**config.mk**
```make
export PLATFORM = sky130hd
export DESIGN_NAME = fft_seq_flat
export DESIGN_NICKNAME = d
export VERILOG_FILES = /design/src/rtl/fft_seq_if.sv /design/src/rtl/fft_seq.sv /design/src/flat_wrapper.sv
export SDC_FILE = /design/constraint.sdc
export NUM_CORES = 1
export LEC_CHECK = 0
export ABC_CLOCK_PERIOD_IN_PS = 2900
export BUFFER_PORTS_ARGS = -buffer_cell sky130_fd_sc_hd__buf_2
export CAP_MARGIN = 20
export CORE_UTILIZATION = 25
export DETAILED_ROUTE_END_ITERATION = 10
export HOLD_SLACK_MARGIN = 0.03
export PLACE_DENSITY = 0.51
export SETUP_SLACK_MARGIN = 0.15
export SLEW_MARGIN = 25
export SYNTH_ARGS = -nofsm -noshare
export SYNTH_HDL_FRONTEND = slang
export SYNTH_SLANG_ARGS = --single-unit
export TNS_END_PERCENT = 5
```
**constraint.sdc**
```tcl
create_clock -name clk -period 2.9 [get_ports clk]
set_clock_uncertainty 0.05 [all_clocks]
set_input_delay 0 -clock clk [delete_from_list [all_inputs] [get_ports clk]]
set_output_delay 0 -clock clk [all_outputs]
set_load 0.02 [all_outputs]
```
**src/rtl/fft_seq_if.sv**
```systemverilog
// fft_seq_if: sample handshake and pipeline control bundle of the FFT sequencer.
interface fft_seq_if;
  logic        in_valid;
  logic        in_ready;
  logic        en_o;
  logic [4:0]  stage_mode;
  logic [19:0] tw_idx;
  logic        out_valid;
  logic        out_sop;
  logic        busy;

  // Upstream source / pipeline consumer side
  modport master (
    output in_valid,
    input  in_ready, en_o, stage_mode, tw_idx, out_valid, out_sop, busy
  );

  // Sequencer side
  modport slave (
    input  in_valid,
    output in_ready, en_o, stage_mode, tw_idx, out_valid, out_sop, busy
  );
endinterface

```
**src/rtl/fft_seq.sv**
```systemverilog
// fft_seq: control sequencer for a 32-point radix-2 single-path delay-feedback FFT.
// One shared sample counter drives all five stages; each stage sees it shifted by
// its pipeline offset and decides butterfly phase and twiddle index from that.
module fft_seq (
  input  logic     clk,
  input  logic     rst_n,
  fft_seq_if.slave bus
);
  localparam int unsigned CNT_W  = 5;
  localparam int unsigned FILL_W = 6;
  localparam int unsigned NSTAGE = 5;
  localparam int unsigned TW_W   = 4;

  localparam logic [FILL_W-1:0] FILL_MAX   = FILL_W'(36);
  localparam logic [FILL_W-1:0] DRAIN_LAST = FILL_W'(35);
  localparam logic [CNT_W-1:0]  SOP_CNT    = CNT_W'(4);

  typedef enum logic [1:0] {
    S_IDLE  = 2'd0,
    S_RUN   = 2'd1,
    S_DRAIN = 2'd2
  } state_e;

  state_e                 state_q;
  logic [CNT_W-1:0]       cnt_q, cnt_d;
  logic [FILL_W-1:0]      fill_q, fill_d;
  logic [FILL_W-1:0]      dcnt_q, dcnt_d;
  logic                   en_c;
  logic                   full_c;
  logic [NSTAGE-1:0]      mode_c;
  logic [TW_W*NSTAGE-1:0] tw_c;

  // Pipeline offset of each stage relative to the input sample count
  function automatic logic [FILL_W-1:0] stage_off(input int k);
    case (k)
      0:       return FILL_W'(0);
      1:       return FILL_W'(17);
      2:       return FILL_W'(26);
      3:       return FILL_W'(31);
      default: return FILL_W'(34);
    endcase
  endfunction

  // Counter values after one pipeline advance; fill saturates once every stage holds data
  always_comb begin
    cnt_d  = cnt_q + CNT_W'(1);
    fill_d = (fill_q == FILL_MAX) ? FILL_MAX : fill_q + FILL_W'(1);
    dcnt_d = dcnt_q + FILL_W'(1);
  end

  // Sequencer: accept samples, hold on stalls, drain the pipeline after a frame-aligned gap
  always_ff @(posedge clk or negedge rst_n) begin
    if (!rst_n) begin
      state_q <= S_IDLE;
      cnt_q   <= '0;
      fill_q  <= '0;
      dcnt_q  <= '0;
    end else begin
      case (state_q)
        S_IDLE: begin
          if (bus.in_valid) begin
            state_q <= S_RUN;
            cnt_q   <= CNT_W'(1);
            fill_q  <= FILL_W'(1);
          end
        end
        S_RUN: begin
          if (bus.in_valid) begin
            cnt_q  <= cnt_d;
            fill_q <= fill_d;
          end else if (cnt_q == '0) begin
            state_q <= S_DRAIN;
            dcnt_q  <= '0;
          end
        end
        S_DRAIN: begin
          if (dcnt_q == DRAIN_LAST) begin
            state_q <= S_IDLE;
            cnt_q   <= '0;
            fill_q  <= '0;
            dcnt_q  <= '0;
          end else begin
            cnt_q  <= cnt_d;
            fill_q <= fill_d;
            dcnt_q <= dcnt_d;
          end
        end
        default: state_q <= S_IDLE;
      endcase
    end
  end

  // Pipeline advance: one shift per accepted sample, free-running while draining
  always_comb begin
    en_c = 1'b0;
    case (state_q)
      S_IDLE, S_RUN: en_c = bus.in_valid;
      S_DRAIN:       en_c = 1'b1;
      default:       en_c = 1'b0;
    endcase
  end

  // Per-stage butterfly phase and twiddle index from the offset-adjusted sample count
  for (genvar k = 0; k < NSTAGE; k++) begin : g_stage
    localparam logic [FILL_W-1:0] OFF = stage_off(k);
    localparam int unsigned       CW  = CNT_W - k;
    logic [CW-1:0] c_loc;
    logic          active;
    logic          mode;

    assign c_loc = CW'(cnt_q - OFF[CNT_W-1:0]);

    if (k == 0) begin : g_act_first
      assign active = 1'b1;
    end else begin : g_act
      assign active = (fill_q >= OFF);
    end

    assign mode      = active && c_loc[CW-1];
    assign mode_c[k] = mode;

    if (k < NSTAGE - 1) begin : g_tw
      assign tw_c[TW_W*k +: TW_W] = mode ? (TW_W'(c_loc[CW-2:0]) << k) : '0;
    end else begin : g_no_tw
      assign tw_c[TW_W*k +: TW_W] = '0;
    end
  end

  assign full_c = (fill_q == FILL_MAX);

  assign bus.in_ready   = (state_q != S_DRAIN);
  assign bus.en_o       = en_c;
  assign bus.stage_mode = mode_c;
  assign bus.tw_idx     = tw_c;
  assign bus.out_valid  = en_c && full_c;
  assign bus.out_sop    = en_c && full_c && (cnt_q == SOP_CNT);
  assign bus.busy       = (state_q != S_IDLE);
endmodule

```
**src/flat_wrapper.sv**
```systemverilog
// flat-port wrapper written by rule: the top's interface ports become plain ports
module fft_seq_flat 
  (clk, rst_n, bus_in_valid, bus_in_ready, bus_en_o, bus_stage_mode, bus_tw_idx, bus_out_valid, bus_out_sop, bus_busy);
  fft_seq_if bus_i ();
  input  logic clk;
  input  logic rst_n;
  input wire logic [$bits(bus_i.in_valid)-1:0] bus_in_valid;
  output wire logic [$bits(bus_i.in_ready)-1:0] bus_in_ready;
  output wire logic [$bits(bus_i.en_o)-1:0] bus_en_o;
  output wire logic [$bits(bus_i.stage_mode)-1:0] bus_stage_mode;
  output wire logic [$bits(bus_i.tw_idx)-1:0] bus_tw_idx;
  output wire logic [$bits(bus_i.out_valid)-1:0] bus_out_valid;
  output wire logic [$bits(bus_i.out_sop)-1:0] bus_out_sop;
  output wire logic [$bits(bus_i.busy)-1:0] bus_busy;
  assign bus_i.in_valid = bus_in_valid;
  assign bus_in_ready = bus_i.in_ready;
  assign bus_en_o = bus_i.en_o;
  assign bus_stage_mode = bus_i.stage_mode;
  assign bus_tw_idx = bus_i.tw_idx;
  assign bus_out_valid = bus_i.out_valid;
  assign bus_out_sop = bus_i.out_sop;
  assign bus_busy = bus_i.busy;
  fft_seq u_core (.clk(clk), .rst_n(rst_n), .bus(bus_i));
endmodule
```
# Word-level counts from Yosys, hierarchy flattened
# Cells that the tools add are included.
# totals
regBits	19
word_cells	64
inputBits	3
# classes
eq_ne	11
n_reduce_logical	15
add_sub_neg	7
order_cmp	4
muxes	23
# op_table
operator	n
6-bit two-way mux	7
6-bit by 5-bit greater-or-equal comparator with 1-bit output (second input constant)	3
6-bit one-hot mux with 3 select lines	1
4-bit two-way mux	4
5-bit two-way mux	3
5-bit one-hot mux with 3 select lines	1
6-bit by 1-bit adder with 6-bit output (second input constant)	2
6-bit == test (second input constant)	2
6-bit one-hot mux with 2 select lines	1
2-bit two-way mux	4
2-bit != test (second input constant)	4
6-bit greater-or-equal comparator (second input constant)	1
1-bit logical AND	6
2-bit one-hot mux with 3 select lines	1
3-bit AND reduction	2
5-bit by 1-bit adder with 5-bit output (second input constant)	1
5-bit by 3-bit == test with 1-bit output (second input constant)	1
5-bit logical NOT	1
2-bit by 1-bit != test with 1-bit output (second input constant)	2
4-bit AND reduction	1
2-bit nonzero test	2
4-bit by 1-bit subtractor with 4-bit output (second input constant)	1
3-bit nonzero test	1
3-bit by 2-bit subtractor with 3-bit output (second input constant)	1
other kinds (7)	7

# Longest topological paths before layout
# Gate-level depths: netlist (run 1).
# logic_depth
word_depth	5
ltp_mapped	8
ltp_nobuf	6

# Worst setup path after synthesis (run 1)
# No wires, ideal clock.
# synth_path
kind	register -> register
startpoint	register u_core.cnt_q[0]
endpoint	register u_core.state_q[0]
t_arrival_ns	1.859
n_path_buf	0
setup_slack_ns	0.864
period_less_slack_ns	2.036
path_stages_with_launch	7
cell_sequence	dfrtp_1 inv_1 ha_1 or3b_4 o31a_4 nor3_2 mux2_1
# synth_between
elab_chain_len	3
# synth_lines
element	line	source
start, declared	fft_seq.sv:25	logic [CNT_W-1:0] cnt_q, cnt_d;
start signal, assigned	fft_seq.sv:69	cnt_q <= cnt_d;
start signal, assigned	fft_seq.sv:83	cnt_q <= cnt_d;
5-bit logical NOT	fft_seq.sv:71	end else if (cnt_q == '0) begin
2-bit by 1-bit != test with 1-bit output (no source line)	-	
4-bit AND reduction (no source line)	-	
end signal, assigned	fft_seq.sv:72	state_q <= S_DRAIN;
end signal, assigned	fft_seq.sv:78	state_q <= S_IDLE;
end signal, assigned	fft_seq.sv:88	default: state_q <= S_IDLE;
end, declared	fft_seq.sv:24	state_e state_q;
# Every way passes these cells.
# A chain may end at the register's enable or synchronous reset.

# Worst setup path after layout (run 1)
# Same ends and word-level chain as after synthesis.

==> results of run 1 <==
flip-flops by register name (all words and copies together) (netlist names):
signal and flops:
u_core.dcnt_q 6, u_core.cnt_q 5, u_core.fill_q 6, u_core.state_q 2
worst paths after layout:
path                                   from           endpoint  slack (ns)  depth (start not counted)
setup reg to reg            u_core.cnt_q[0]  u_core.state_q[0]        0.67                          6
min in group clk               bus_in_valid  u_core.state_q[1]        0.21                          4
hold / removal                        rst_n   u_core.dcnt_q[4]        0.17                          2
max in group asynchronous             rst_n  u_core.state_q[1]        2.32                          2
setup / recovery            u_core.cnt_q[0]  u_core.state_q[0]        0.67                          6
hold reg to reg            u_core.dcnt_q[5]   u_core.dcnt_q[5]        0.49                          1
per-layer routing:
metal	vias up	share of wire [%]
met4	0	0.90
met3	2	3.3
li1	622	-
met2	28	50
met5	-	0
met1	614	46
area by class of cell:
cell class	instances	area, um^2	area share, %
clock buffers	4	45.0	2.63
repair buffers	23	120	7.00
well taps	75	93.8	5.47
multi-input cells	133	932	54.3
inverters	13	48.8	2.84
flip-flops and latches	19	475	27.7
worst max-delay path: cells and delay by family, from the launching register on:
kind,cells,cell delay [ns]
and+or+nand+nor,2,0.59
DFF,1,0.48
muxes,1,0.33
AOI/OAI and AO/OA,1,0.32
buffers and inverters,1,0.19
adders and majority gates,1,0.16
cells by family (layout without fill, tap and decap cells):
| family | Yosys count | count (layout) |
|---|---|---|
| buffers and inverters | 34 | 40 |
| xor gates and xnor gates | 4 | 4 |
| and+or+nand+nor | 63 | 63 |
| adders and majority gates | 16 | 16 |
| muxes | 2 | 2 |
| DFF | 19 | 19 |
| other | 1 | 10 |
| AOI/OAI and AO/OA | 38 | 38 |
Yosys cell counts, drive strengths merged, types with 2 or more instances:
cell type,number
clkbuf,3
buf,18
mux2,2
a211o,2
a22o,6
xnor2,3
a31oi,3
and3,3
or3,2
o22ai,2
o21ai,9
ha,16
or2,3
a21oi,6
nor2b,5
inv,13
nand3,4
nor4,4
nor3,5
dfrtp,19
a31o,2
and2,7
nor2,14
nor3b,2
nand2,10
power by group:
group | switching (mW) | total [mW] | internal, mW
clock network | 0.0939 | 0.192 | 0.0978
registers | 0.0799 | 0.394 | 0.314
logic | 0.350 | 0.569 | 0.219
==> results.py, run 1 <==
metrics = {
    "run_status": {
        "status": "complete, no violations",
    },
    "timing": {
        "hold_viol_final": 0,
        "worstMarginPinSlew_ns": 0.525,
        "rsz0062_at_grt": "false",
        "fin_tns_setup_ns": 0,
        "slew_violations": 0,
        "post-route-period-util_pct": 77.0,
        "setup_viol": 0,
        "slew_headroom_pct": 65.0,
        "fin_crit_ns": 2.23,
        "fmax_ghz": 0.448,
        "fin_ws_ns": 0.668,
        "fin_hold_ws_ns": 0.172,
    },
    "synth": {
        "yosysSeqAreaShare_pct": 30.4,
        "synth_top_area_share_pct": 30.4,
        "synth_top_family_by_area": "simple AND/OR/NAND/NOR gates",
        "syn-mean-instance-area_um2": 8.84,
        "synthAdderAreaFrac_pct": 12.8,
        "syn_area_um2": 1560,
        "ys_ff_latch": 19,
        "synthArstFlopShare_pct": 100,
        "synth_top_cell_by_area": "dfrtp_1",
        "synth-xor-area-share_pct": 2.24,
        "synthSimpleGateAreaFrac_pct": 22.6,
        "ys_types": 51,
        "synthCells": 177,
        "ys_dominant_reg_cell": "dfrtp_1",
        "yosys_warnings": 0,
        "synthTopCellsByArea": "dfrtp_1 30%, ha_1 13%, buf_4 7.7%",
        "synth-edff-count": 0,
        "synthMuxAreaShare_pct": 1.44,
        "synth_compound_area_share_pct": 18.2,
    },
    "place": {
        "place.gp.congestion": 0.803,
        "hpwl_mm": 2.62,
        "place_area_um2": 1660,
        "pre_cts_ws_ns": 0.700,
        "numPlacedInstances": 262,
        "port_buffers": 22,
    },
    "grt": {
        "grt_pass1_vias": 1175,
        "grt_pass1_wl_mm": 5.73,
        "antenna_found_initial": 0,
        "grt_use_total_pct": 11.5,
        "grt_use_met1_pct": 14.6,
        "use_met2_pct": 19.2,
        "overflow": 0,
        "grt_use_met3_pct": 1.80,
        "top_usage_layer": "met2",
        "grt_max_degree": 20,
    },
    "layout": {
        "final_common_cell": "buf_2",
        "drive_above_1_share_pct": 21.4,
        "fin_nets": 212,
        "postLayoutCellArea_um2": 1720,
        "n_antenna_cell": 0,
        "fin_util_pct": 28.6,
        "layout_common_cells": "22 x buf_2, 19 x dfrtp_1, 16 x ha_1",
        "area_delta_synth_final_pct": 9.68,
        "fill_cells": 645,
        "final_cells": 267,
    },
    "clock_network": {
        "numCtsBuffers": 3,
        "cts_hold_buffers": 1,
        "clock-root-buffer": "clkbuf_8",
        "cts_sinks": 19,
        "cts_tree": "built",
        "clkTransAtPathRegs_ns": 0.08,
        "clk_path_buf_depth": 2,
        "cts-resized-gates": 0,
        "postCtsSetupBuffers": 0,
        "clk_latency_ns": 0.26,
        "cts_htree_levels": 1,
    },
    "worst_setup_path": {
        "slowest_delay_ns": 0.48,
        "crit_chain": "inv_1 -> ha_1 -> or3b_4 -> o31a_4 -> nor3_2 -> mux2_1",
        "arrival_ns": 2.32,
        "critPathSlowestCell": "dfrtp_1",
        "worstSetupPathType": "reg -> reg",
        "crit_fanout": 8,
        "endpoint_kind": "flop",
        "required_ns": 2.99,
        "worst_setup_path_start_kind": "flop",
    },
    "route": {
        "drtPass1Iterations": 4,
        "drt_iter0_markers": 95,
        "vias_per_cell": 4.74,
        "via_count": 1266,
        "wl_per_cell_um": 13.3,
        "drcViolationCount": 0,
        "wl_mm": 3.56,
        "ant_nets": 0,
    },
    "floorplan": {
        "initial_utilization_pct": 26.1,
        "dieArea_um2": 6580,
        "fp.dieH_um": 81.1,
        "rows": 28,
        "pin_count": 33,
        "coreArea_um2": 5990,
        "die_x_um": 81.1,
    },
    "pwr": {
        "vdd.ir_drop.worst_mv": 0.178,
        "leakagePower_nw": 0.847,
        "power_mw": 1.16,
        "p_per_area_nw_per_um2": 673,
    },
    "hold_path": {
        "hold_class": "in -> async",
    },
    "flow_run": {
        "drv_cap": 0,
    },
}
No activity file was read; power rests on OpenSTA's default activity.
==> run 2: changes to the inputs <==
--- a/config.mk
+++ b/config.mk
@@ -5,13 +5,14 @@
 export SDC_FILE = /design/constraint.sdc
 export NUM_CORES = 1
 export LEC_CHECK = 0
-export ABC_CLOCK_PERIOD_IN_PS = 2900
+export ABC_AREA = 1
+export ABC_CLOCK_PERIOD_IN_PS = 1900
 export BUFFER_PORTS_ARGS = -buffer_cell sky130_fd_sc_hd__buf_2
 export CAP_MARGIN = 20
 export CORE_UTILIZATION = 25
 export DETAILED_ROUTE_END_ITERATION = 10
 export HOLD_SLACK_MARGIN = 0.03
-export PLACE_DENSITY = 0.51
+export PLACE_DENSITY = 0.52
 export SETUP_SLACK_MARGIN = 0.15
 export SLEW_MARGIN = 25
 export SYNTH_ARGS = -nofsm -noshare
==> constraint.sdc (replaced) <==
create_clock -name clk -period 1.9 [get_ports clk]
set_clock_uncertainty 0.05 [all_clocks]
set_input_delay 0 -clock clk [delete_from_list [all_inputs] [get_ports clk]]
set_output_delay 0 -clock clk [all_outputs]
set_load 0.02 [all_outputs]
==> run 2 against run 1 <==
Effect of this change:
- sequential share of layout area fell by 3.4 points
- synthesized cell count rose by 26%
- register-to-register slack got worse by 0.38 ns
- clock power rose by 48%
- die area rose by 5.9%
- hold slack got worse by 0.021 ns
- core utilization rose by 2.2 points
- design area rose by 15%
- sequential cell count did not move
- area after synthesis rose by 6.1%
- critical path depth rose by 2
- critical path type is now reg -> out
- critical endpoint is now bus_out_sop
- highest routed layer unchanged
==> results.py, run 2 <==
metrics = {
    "synth": {
        "synth-edff-count": 0,
        "synth_commonest_cells": "51 x nand2_1, 36 x inv_1, 22 x nor2_1, 19 x dfrtp_1",
        "syn_area_um2": 1660,
        "synthArstFlopShare_pct": 100,
        "ys_ff_latch": 19,
        "synthTopCellsByArea": "dfrtp_1 29%, ha_1 12%, nand2_1 12%",
        "synthCells": 223,
        "ys_dominant_reg_cell": "dfrtp_1",
        "yosys_warnings": 0,
        "syn-mean-instance-area_um2": 7.44,
        "synth_top_cell_by_area": "dfrtp_1",
        "synth.most_common_cell": "nand2_1",
        "ys_types": 33,
        "synth_top_area_share_pct": 28.7,
        "yosysSeqAreaShare_pct": 28.7,
    },
    "floorplan": {
        "pin_count": 33,
        "coreArea_um2": 6390,
        "rows": 29,
        "initial_utilization_pct": 26.0,
        "die_x_um": 83.5,
        "dieArea_um2": 6970,
        "fp.dieH_um": 83.5,
    },
    "layout": {
        "fin_nets": 274,
        "area_delta_synth_final_pct": 18.7,
        "n_antenna_cell": 0,
        "final_common_cell": "nand2_1",
        "reg.largest.list": "u_core.dcnt_q x6, u_core.fill_q x6, u_core.cnt_q x5",
        "register_area_um2": 478,
        "layout_common_cells": "48 x nand2_1, 32 x inv_1, 22 x nor2_1",
        "fill_cells": 702,
        "multi_input_area_um2": 965,
        "fin_util_pct": 30.8,
        "drive_above_1_share_pct": 28.0,
    },
    "place": {
        "port_buffers": 22,
        "hpwl_mm": 2.68,
        "place.gp.congestion": 0.876,
    },
    "pwr": {
        "p_per_area_nw_per_um2": 1120,
        "p_sw_share_pct": 48.1,
        "pwr-share-comb_pct": 60.4,
        "switching_power_mw": 1.06,
        "power_mw": 2.20,
        "vdd.ir_drop.worst_mv": 0.375,
        "clkPwrFrac_pct": 12.9,
        "p_int_mw": 1.14,
        "leakagePower_nw": 1.06,
        "pwr-share-seq_pct": 26.7,
    },
    "timing": {
        "setup_viol": 0,
        "fin_hold_ws_ns": 0.151,
        "fin_tns_setup_ns": 0,
        "rsz0062_at_grt": "true",
        "slew_violations": 0,
        "post-route-period-util_pct": 92.2,
        "fmax_ghz": 0.571,
        "fin_crit_ns": 1.75,
        "hold_viol_final": 0,
    },
    "hold_path": {
        "min-delay-start": "bus_in_valid",
        "hold_class": "in -> reg",
    },
    "grt": {
        "overflow": 0,
        "grt_max_degree": 20,
        "grt_pass1_wl_mm": 5.73,
        "grt_pass1_vias": 1245,
        "grt_use_total_pct": 10.2,
        "antenna_found_initial": 0,
    },
    "worst_setup_path": {
        "critPathLaunch": "u_core.fill_q[1]",
        "slowest_delay_ns": 0.42,
        "endpoint_kind": "output port",
        "worstSetupPathType": "reg -> out",
        "arrival_ns": 1.70,
        "required_ns": 1.85,
        "r2r-start": "u_core.state_q[1]",
        "critPathSlowestCell": "dfrtp_1",
        "crit_fanout": 5,
        "crit_chain": "inv_2 -> ha_4 -> nand2_1 -> nand3b_1 -> inv_2 -> nand2_4 -> nor3_4 -> buf_6",
        "cp_common_cell": "inv_2",
        "worst_setup_path_start_kind": "flop",
    },
    "route": {
        "ant_nets": 0,
        "wl_mm": 3.54,
        "drcViolationCount": 0,
        "wl_per_cell_um": 10.7,
        "drt_iter0_markers": 67,
        "drtPass1Iterations": 4,
        "via_count": 1376,
        "vias_per_cell": 4.16,
    },
    "flow_run": {
        "drv_cap": 0,
    },
    "clock_network": {
        "cts_sinks": 19,
        "clock-root-buffer": "clkbuf_8",
        "cts_htree_levels": 1,
        "numCtsBuffers": 3,
        "cts_tree": "built",
        "clk_latency_ns": 0.25,
        "clkTransAtPathRegs_ns": 0.07,
        "clk_path_buf_depth": 2,
    },
    "run_status": {
        "status": "complete, no violations",
    },
}
run 2: kinds of logic (layout without fill, tap and decap cells):
logic type	Yosys count	count (layout)	synth area share, %
AOI/OAI and AO/OA	23	23	10.1
adders and majority gates	16	16	12.1
other	1	10	0.226
buffers and inverters	57	79	17.8
and+or+nand+nor	101	101	28.0
xor gates and xnor gates	6	6	3.17
DFF	19	19	28.7
run 2: critical path: cells and delay by family (launching register included):
| kind | cells | cell delay [ns] |
|---|---|---|
| buf+inv | 3 | 0.38 |
| flops | 1 | 0.42 |
| simple gates | 4 | 0.51 |
| fa+ha+maj | 1 | 0.13 |
run 2: final cells by class:
class	instances	share of cell area, %
Tap cell	77	4.89
Sequential cell	19	24.3
Timing Repair Buffer	36	11.5
Multi-Input combinational cell	156	49.0
Inverter	39	8.07
Clock buffer	4	2.29
run 2: layer usage:
layer | track usage [%] | vias up | share of wire [%]
met2 | 14.9 | 34 | 42
met1 | 15.0 | 620 | 54
li1 | - | 720 | -
met3 | 1.48 | 2 | 3.0
met4 | 4.01 | 0 | 0.99
met5 | 0 | - | 0
run 2: worst paths after layout:
path | slack [ns] | cells past startpoint | to
max | 0.15 | 8 | bus_out_sop
min | 0.15 | 4 | u_core.fill_q[3]
max reg2reg | 0.29 | 6 | u_core.fill_q[2]
min reg2reg | 0.49 | 2 | u_core.fill_q[5]
max in group asynchronous | 1.30 | 2 | u_core.cnt_q[0]
min in group asynchronous | 0.17 | 2 | u_core.dcnt_q[4]
run 2: timing repair:
| item | CTS | global route |
|---|---|---|
| endpoints found under the setup margin | 7 | 10 |
| endpoints found under the hold margin | 19 | 0 |
| hold buffers | 1 | 0 |
| setup buffers | 2 | 8 |
| gates cloned | 0 | 0 |
| pin swaps | 0 | 3 |
| gates resized for setup | 6 | 15 |
run 2: per-stage QoR:
stage / cells / area (um^2) / setup slack, ns
floorplan: 232 / 1690 / 0.353
global route: 331 / 1970 / 0.0829
detailed placement: 316 / 1780 / 0.219
finish: 331 / 1970 / 0.148
CTS: 323 / 1860 / 0.126
global placement: 316 / 1780 / 0.218
run 2: power groups by stage:
| stage | logic, mW | clock network [mW] | registers (mW) |
|---|---|---|---|
| final | 1.33 | 0.284 | 0.588 |
| after global routing | 1.50 | 0.314 | 0.600 |
| after CTS | 1.22 | 0.293 | 0.590 |
| after detailed placement | 1.16 | 0 | 0.600 |
| after global placement | 1.17 | 0 | 0.596 |
| after floorplan | 0.912 | 0 | 0.585 |
